--- src/rtl/arg_parse_sequencer_pkg.sv ---
// Shared types for the argument sequencer: the character type, the argument-slot enum,
// the sequencer states, and the mapping from slot to argument title.
package arg_parse_sequencer_pkg;

  typedef logic [7:0] Char_t;

  localparam Char_t CHAR_X = 8'h58;
  localparam Char_t CHAR_Y = 8'h59;
  localparam Char_t CHAR_I = 8'h49;
  localparam Char_t CHAR_J = 8'h4A;

  localparam int unsigned NUM_ARGS = 4;

  typedef enum logic [1:0] {
    ARG_X,
    ARG_Y,
    ARG_I,
    ARG_J
  } ArgSlot_t;

  typedef enum logic [2:0] {
    ST_IDLE,
    ST_SELECT,
    ST_WAIT_RDY,
    ST_TRIGGER,
    ST_WAIT_DONE,
    ST_STORE,
    ST_FINISH
  } seq_state_t;

  function automatic Char_t slot_title(input ArgSlot_t slot);
    Char_t c;
    case (slot)
      ARG_X:   c = CHAR_X;
      ARG_Y:   c = CHAR_Y;
      ARG_I:   c = CHAR_I;
      ARG_J:   c = CHAR_J;
      default: c = CHAR_X;
    endcase
    return c;
  endfunction

endpackage

--- src/rtl/arg_parse_sequencer_fsm.sv ---
// Control FSM for the argument sequencer: state register plus upstream/downstream handshake outputs.
module arg_parse_sequencer_fsm
  import arg_parse_sequencer_pkg::*;
(
  input  logic       clk,
  input  logic       reset,
  input  logic       clk_en,
  input  logic       trigger,
  input  logic       sub_rdy,
  input  logic       sub_done,
  input  logic       sub_success,
  input  logic       any_left,
  input  logic       last_slot,
  output seq_state_t state,
  output logic       rdy,
  output logic       done,
  output logic       sub_trigger
);

  seq_state_t state_nxt;

  always_ff @(posedge clk or posedge reset) begin
    if (reset) begin
      state <= ST_IDLE;
    end else if (clk_en) begin
      state <= state_nxt;
    end
  end

  always_comb begin
    state_nxt   = state;
    rdy         = 1'b0;
    done        = 1'b0;
    sub_trigger = 1'b0;
    case (state)
      ST_IDLE: begin
        rdy  = 1'b1;
        done = 1'b1;
        if (trigger) state_nxt = ST_SELECT;
      end
      ST_SELECT:    state_nxt = any_left ? ST_WAIT_RDY : ST_FINISH;
      ST_WAIT_RDY:  if (sub_rdy) state_nxt = ST_TRIGGER;
      ST_TRIGGER: begin
        sub_trigger = 1'b1;
        if (!sub_rdy) state_nxt = ST_WAIT_DONE;
      end
      ST_WAIT_DONE: if (sub_done) state_nxt = ST_STORE;
      // A failed run means the subparser already consumed the rest of the line.
      ST_STORE:     state_nxt = (!sub_success || last_slot) ? ST_FINISH : ST_SELECT;
      ST_FINISH: begin
        done      = 1'b1;
        state_nxt = ST_IDLE;
      end
      default:      state_nxt = ST_IDLE;
    endcase
  end

endmodule

--- src/rtl/arg_parse_sequencer.sv ---
// Walks the expected-argument mask of one G-code line, running the argument subparser once per
// expected slot (X, Y, I, J in order) and collecting values, valid flags and error flags.
module arg_parse_sequencer
  import arg_parse_sequencer_pkg::*;
#(
  parameter int unsigned NUM_WIDTH = 16,
  parameter int unsigned NUM_ARGS  = 4
) (
  input  logic                                clk,
  input  logic                                reset,
  input  logic                                clk_en,
  input  logic                                trigger,
  input  logic [NUM_ARGS-1:0]                 arg_mask,
  output logic                                rdy,
  output logic                                done,
  output logic                                sub_trigger,
  output Char_t                               sub_title,
  input  logic                                sub_rdy,
  input  logic                                sub_done,
  input  logic                                sub_success,
  input  logic                                sub_too_big,
  input  logic [NUM_WIDTH-1:0]                sub_value,
  output logic [NUM_ARGS-1:0][NUM_WIDTH-1:0]  arg_values,
  output logic [NUM_ARGS-1:0]                 arg_valid,
  output logic                                err_missing,
  output logic                                err_too_big
);

  localparam int unsigned IDX_W = (NUM_ARGS > 1) ? $clog2(NUM_ARGS) : 1;

  seq_state_t          state;
  logic [IDX_W-1:0]    idx;
  logic [IDX_W-1:0]    next_idx;
  logic [NUM_ARGS-1:0] mask;
  logic                any_left;
  logic                last_slot;

  arg_parse_sequencer_fsm u_fsm (
    .clk         (clk),
    .reset       (reset),
    .clk_en      (clk_en),
    .trigger     (trigger),
    .sub_rdy     (sub_rdy),
    .sub_done    (sub_done),
    .sub_success (sub_success),
    .any_left    (any_left),
    .last_slot   (last_slot),
    .state       (state),
    .rdy         (rdy),
    .done        (done),
    .sub_trigger (sub_trigger)
  );

  // Lowest expected slot at or above the current index.
  always_comb begin
    any_left = 1'b0;
    next_idx = idx;
    for (int unsigned i = 0; i < NUM_ARGS; i++) begin
      if (!any_left && mask[i] && (i >= 32'(idx))) begin
        any_left = 1'b1;
        next_idx = IDX_W'(i);
      end
    end
  end

  assign last_slot = (idx == IDX_W'(NUM_ARGS - 1));
  assign sub_title = slot_title(ArgSlot_t'(idx));

  always_ff @(posedge clk or posedge reset) begin
    if (reset) begin
      idx         <= '0;
      mask        <= '0;
      arg_values  <= '0;
      arg_valid   <= '0;
      err_missing <= 1'b0;
      err_too_big <= 1'b0;
    end else if (clk_en) begin
      case (state)
        ST_IDLE: begin
          if (trigger) begin
            mask        <= arg_mask;
            idx         <= '0;
            arg_values  <= '0;
            arg_valid   <= '0;
            err_missing <= 1'b0;
            err_too_big <= 1'b0;
          end
        end
        ST_SELECT: begin
          if (any_left) idx <= next_idx;
        end
        ST_STORE: begin
          if (sub_success) begin
            arg_values[idx] <= sub_value;
            arg_valid[idx]  <= 1'b1;
            if (!last_slot) idx <= idx + IDX_W'(1);
          end else begin
            err_missing <= 1'b1;
          end
          if (sub_too_big) err_too_big <= 1'b1;
        end
        default: ;
      endcase
    end
  end

endmodule

--- config.mk ---
export PLATFORM = sky130hd
export DESIGN_NAME = arg_parse_sequencer
export DESIGN_NICKNAME = d
export VERILOG_FILES = /design/src/rtl/arg_parse_sequencer_pkg.sv /design/src/rtl/arg_parse_sequencer_fsm.sv /design/src/rtl/arg_parse_sequencer.sv
export SDC_FILE = /design/constraint.sdc
export NUM_CORES = 1
export LEC_CHECK = 0
export BUFFER_PORTS_ARGS = -buffer_cell sky130_fd_sc_hd__buf_2
export CORE_MARGIN = 4
export CORE_UTILIZATION = 30
export DETAILED_ROUTE_END_ITERATION = 12
export SLEW_MARGIN = 20
export SYNTH_ARGS = -nofsm -noshare
export SYNTH_HDL_FRONTEND = slang
export SYNTH_SLANG_ARGS = --single-unit
--- constraint.sdc ---
create_clock -name clk -period 5.1 [get_ports clk]
set_clock_uncertainty 0.05 [all_clocks]
set_input_delay 0.765 -clock clk [delete_from_list [all_inputs] [get_ports clk]]
set_output_delay 0.765 -clock clk [all_outputs]
set_load 0.005 [all_outputs]
## Word-level counts from Yosys, hierarchy flattened

Index checks and enable logic that the tools add are counted.

- Input bits: 28
- Bits in writable memories: 0
- Memory bits (read-only): 0
- Register bits after elaboration: 79
- Latch bits: 0
- Output and inout bits: 81
- Logic and storage cells: 99
- Memories kept: 0

- Muxes and demuxes: 40
- $lt $le $gt $ge: 5
- Multipliers: 0
- Shift-type cells: 0
- Bitwise operators: 1
- Equal/unequal tests: 19
- Add/sub/neg operators: 1
- Reduce and logical (&&, ||, !) cells: 23
- Divide/modulo/power cells: 0

Operator list:

| cell | count |
|---|---|
| $mux 64 | 2 |
| $pmux 64 s2 | 1 |
| $bwmux 64 | 1 |
| $demux 16 s2 | 1 |
| $pmux 8 s4 | 1 |
| $mux 3 | 6 |
| $pmux 3 s6 | 1 |
| $mux 16 | 1 |
| $mux 2 | 8 |
| $ne 2x2->1 const B | 8 |
| $reduce_and 4->1 | 3 |
| $mux 1 | 11 |
| $eq 3x3->1 const B | 3 |
| $mux 4 | 2 |
| $pmux 4 s2 | 1 |
| $logic_and 1x1->1 | 7 |
| $reduce_and 7->1 | 1 |
| $eq 3x2->1 const B | 2 |
| $pmux 2 s3 | 1 |
| $ne 5x5->1 const B | 1 |
| $reduce_and 5->1 | 1 |
| $eq 2x2->1 const B | 2 |
| $ge 1x2->1 const A | 2 |
| $logic_not 1->1 | 4 |
| 17 further kinds | 18 |

## Longest topological paths before layout

- Word-level depth: 16
- Gate-level depth with buffers: 6
- Depth with buffers taken out: 6

## Hierarchy

From an unflattened synthesis, not the netlist that was laid out.

- Cells, all modules: 252
- Area total of the unflattened synthesis: 3375.7 um^2

By module, submodules not included:

| module | cells each | instances | area an instance (um^2) | seq. area each (um^2) |
|---|---|---|---|---|
| arg_parse_sequencer | 224 | 1 | 3108.0 | 1901.8 |
| arg_parse_sequencer_fsm | 28 | 1 | 267.8 | 75.1 |

## Least setup slack after synthesis

Ideal clock, no wire load.

- Path type: input to register
- From: in trigger
- To: reg arg_values[23] (netlist bit)
- Stages on the path: 6
- Data required time: 4.915 ns
- Path buffers: 2
- Data arrival time: 1.849 ns
- Setup time: 0.135 ns
- Slack: 3.066 ns
- Cell sequence: buf_2 nor3b_1 o211ai_1 clkbuf_1 nand3_1 o21ai_0

- Word-level cells in the longest chain between the ends: 2

RTL lines:

| element | line | RTL |
|---|---|---|
| from (decl) | arg_parse_sequencer.sv:12 | `input logic trigger,` |
| $ne 2x2->1 (no source line) | -- |  |
| $reduce_and 4->1 (no source line) | -- |  |
| to (signal, indexed assignment) | arg_parse_sequencer.sv:94 | `arg_values[idx] <= sub_value;` |
| to (decl) | arg_parse_sequencer.sv:23 | `output logic [NUM_ARGS-1:0][NUM_WIDTH-1:0] arg_values,` |

No other way between the ends.
A chain may end at the register's enable or synchronous reset.

## Worst setup path after layout

- From: reg idx[1]
- To: out sub_title[4]

- Word-level cells in the longest chain between the ends: 2
- Elaborated cells on any way between the ends: 5
- Those cells by class: eq/ne: 3; mux: 1; reduce/logical: 1

RTL lines:

| element | line | RTL |
|---|---|---|
| from (decl) | arg_parse_sequencer.sv:32 | `logic [IDX_W-1:0] idx;` |
| from (signal assigned) | arg_parse_sequencer.sv:90 | `if (any_left) idx <= next_idx;` |
| from (signal assigned) | arg_parse_sequencer.sv:96 | `if (!last_slot) idx <= idx + IDX_W'(1);` |
| $eq 2x2->1 (tied with other cells) | arg_parse_sequencer_pkg.sv:33 | `case (slot)` |
| $pmux 8 s4 (*) | arg_parse_sequencer_pkg.sv:33 |  |
| to (decl) | arg_parse_sequencer.sv:17 | `output Char_t sub_title,` |

Mark *: on every way between the ends. The rest lies on a longest branch, timed or not. The select of a mux whose other input is x is not followed.

==> metrics <==
VDD IR-drop max=0.265 mV; final hold viol count=0; Synth Area in XOR/XNOR=0.259%; crit path max-delay cell type=dfrtp_1; portion of the post-synthesis area used by sequential elements=58.5%; launch point of the worst reg-to-reg path=u_fsm.state[0]; Area growth syn-to-layout=26.9%; mapped cell area=3380 sq um; critical path arrival=1520 ps; 1st-iter DRT viols=141; Resized Gates After CTS=0; most area-hungry cell type in the Yosys netlist=dfrtp_1; critical path buffer and inverter count=2; most numerous cell in the Yosys netlist=dfrtp_1; number of hold buffers added after cts=0; largest family of logic cells by synthesized area=simple AND/OR/NAND/NOR gates; Layout fillers=1112; multiplexer share of the synthesized area=0.333%; total design power=1730 uW; Final #Nets=470; routed vias/inst=4.91; CTS tree=built; buffers inserted during post-CTS setup optimization=0; Die Wd=114 um; Max-cap violations=0; DR WL/cell=15.8 um; count of flip-flops with a built-in enable after synthesis=0; Top FF cell, synth=dfrtp_1; max-slew violation count=0; largest fanout of any net on the critical path=5; Reg2Reg Capture Point=arg_values[23]; global-route wire length before repair=14.7 mm; area share of the largest cell type after synthesis=58.5%; CTS Buf Count=9; type of the most critical hold path=in -> async; cell count along the critical path=4; Worst path max stage delay=410 ps; mean cell area of the mapped netlist=9.74 sq um; overflow left after global routing=0; worst-case headroom to the max-slew limit=35.0%; share of flip-flops with an asynchronous set or reset=100%; Initial Util=30.9%; total iterations of the first detailed-routing run=4; layout cells sized above 1=29.6%; count of pins on the block boundary=109; H-tree depth=3; slack of the worst reg-to-reg path=3000 ps; Post-Synth Simple-Gate Area=17.4%; reported leakage power=0.00217 uW; Final TNS setup=0 ps; Final Instance Count excl. Fillers=582; antenna diode count=0; number of global-route vias before repair=2802; cell-by-cell listing of the critical path=inv_1, ha_1, or2_2, buf_2; number of I/O port buffers=103; final worst path period need=2330 ps; top area cells in the synthesized netlist=dfrtp_1 58%, nand3_1 9.9%, o21ai_0 9.6%; Core Region=10900 sq um; measured slew at the worst slew-check pin=975 ps; Skew-Pair Late Insertion Delay=330 ps; clock slew at the register clock pins of the worst setup and hold paths=60 ps; crit path kind=reg -> out; most frequent cells after synthesis=79 x dfrtp_1, 67 x nand3_1, 65 x o21ai_0, 34 x nand2_1, 24 x clkbuf_1; count of vias placed by the detailed router=2858; placer's final routability congestion estimate=0.728; initial antenna violation count=0; Setup Viol. Count Final=0; Num Clock Sinks=79; total power density per cell area=405 nW/um^2; run status=finished clean; kind of cell adding the most delay to the critical path=flip-flops; total detailed-routing wirelength=9.22 mm; number of instances in the synthesized netlist=347; full die area=13000 sq um; maximum number of pins on one net before global-route repair=69; Compound-Gate Fraction of Synth Area=16.0%; worst-case reg-to-reg path depth=3; YS warnings=0; detailed-route DRC error count=0; setup repair after global routing missed its margin=false; fraction of the cycle the final worst path needs=45.8%; Unique masters post-synth=37; post-synthesis share of cell area spent on full adders, half adders and majority gates=1.85%; post-DP HPWL=6.30 mm; required time of the critical path=4280 ps; GRT Overall Usage=14.3%; element type at the critical path end=output port; y dimension of the die=114 um; f_max=428 MHz; Placed Cells=566; buffer levels on the longest clock path=2; number of antenna-violating nets in the routed design=0; Site Rows=38; clock tree root buffer cell=clkbuf_16; sort of element at the start of the critical path=flip-flop; total of flip-flops plus latches after synthesis=79
registers in the layout (all words and copies together) (netlist names):
name	flops
arg_valid	4
arg_values	64
err_missing	1
err_too_big	1
idx	2
mask	4
u_fsm.state	3
cell families (layout without fill, tap and decap cells):
family	Yosys count	count (layout)
adder cells (fa/ha/maj)	5	5
other	2	5
flip-flops	79	79
buffers and inverters	42	134
multiplexers	1	1
XOR/XNOR	1	1
AND/OR/NAND/NOR	121	121
AO/OA/AOI/OAI	96	96
power breakdown:
part           leakage (uW)  internal [uW]  total, uW  switching (uW)
Sequential          0.00109            683        752            69.7
Clock              0.000148            385        651             266
Combinational      0.000940            133        332             199
Total               0.00217           1200       1730             534
placed cells by master (no fill, tap or decap), types with 3 or more instances in the layout:
master / netlist / routed
buf_2: 3 / 103
dfrtp_1: 79 / 79
nand3_1: 67 / 66
o21ai_0: 65 / 65
nand2_1: 34 / 34
a21oi_1: 9 / 9
clkbuf_16: 0 / 9
inv_1: 9 / 8
buf_4: 6 / 6
nor2b_1: 5 / 5
ha_1: 5 / 5
conb_1: 2 / 5
o211ai_1: 4 / 4
nor2_1: 4 / 4
o21ai_1: 3 / 3
metal layers:
layer  vias to the layer above  GRT usage, %  part of all wire [%]
met5                         -             0                     0
met4                         0          3.33                  0.76
met3                         7          3.81                   6.6
met2                        89          24.4                    49
met1                      1377          18.1                    43
li1                       1385             -                     -
through the flow:
stage	worst slack, ps	cell area (sq um)	utilization [%]	hold slack [ps]
2_1_floorplan	2260	3390	-	388
4_1_cts	2750	4290	39.2	377
3_5_place_dp	2930	3980	36.4	433
6_report	2770	4290	39.2	372
5_1_grt	2660	4290	39.2	403
3_3_place_gp	2950	3980	36.4	415
worst max path at each step:
stage               startpoint             end  slack (ps)
finish                  idx[1]    sub_title[4]        2770
global route            idx[1]    sub_title[4]        2660
CTS                     idx[1]    sub_title[4]        2750
detailed placement     trigger  arg_values[42]        2930
global placement       trigger  arg_values[62]        2950
floorplan                reset    arg_valid[0]        2260
cell type report:
cell class | count | area, sq um | share of cell area (%)
tap | 140 | 175 | 4.09
sequential | 79 | 1980 | 46.1
multi-input combinational | 229 | 1230 | 28.8
clock inverter | 7 | 80.1 | 1.87
inverter | 9 | 35.0 | 0.817
clock buffer | 9 | 225 | 5.25
timing repair buffer | 109 | 561 | 13.1
(Power assumes the default switching activity.)
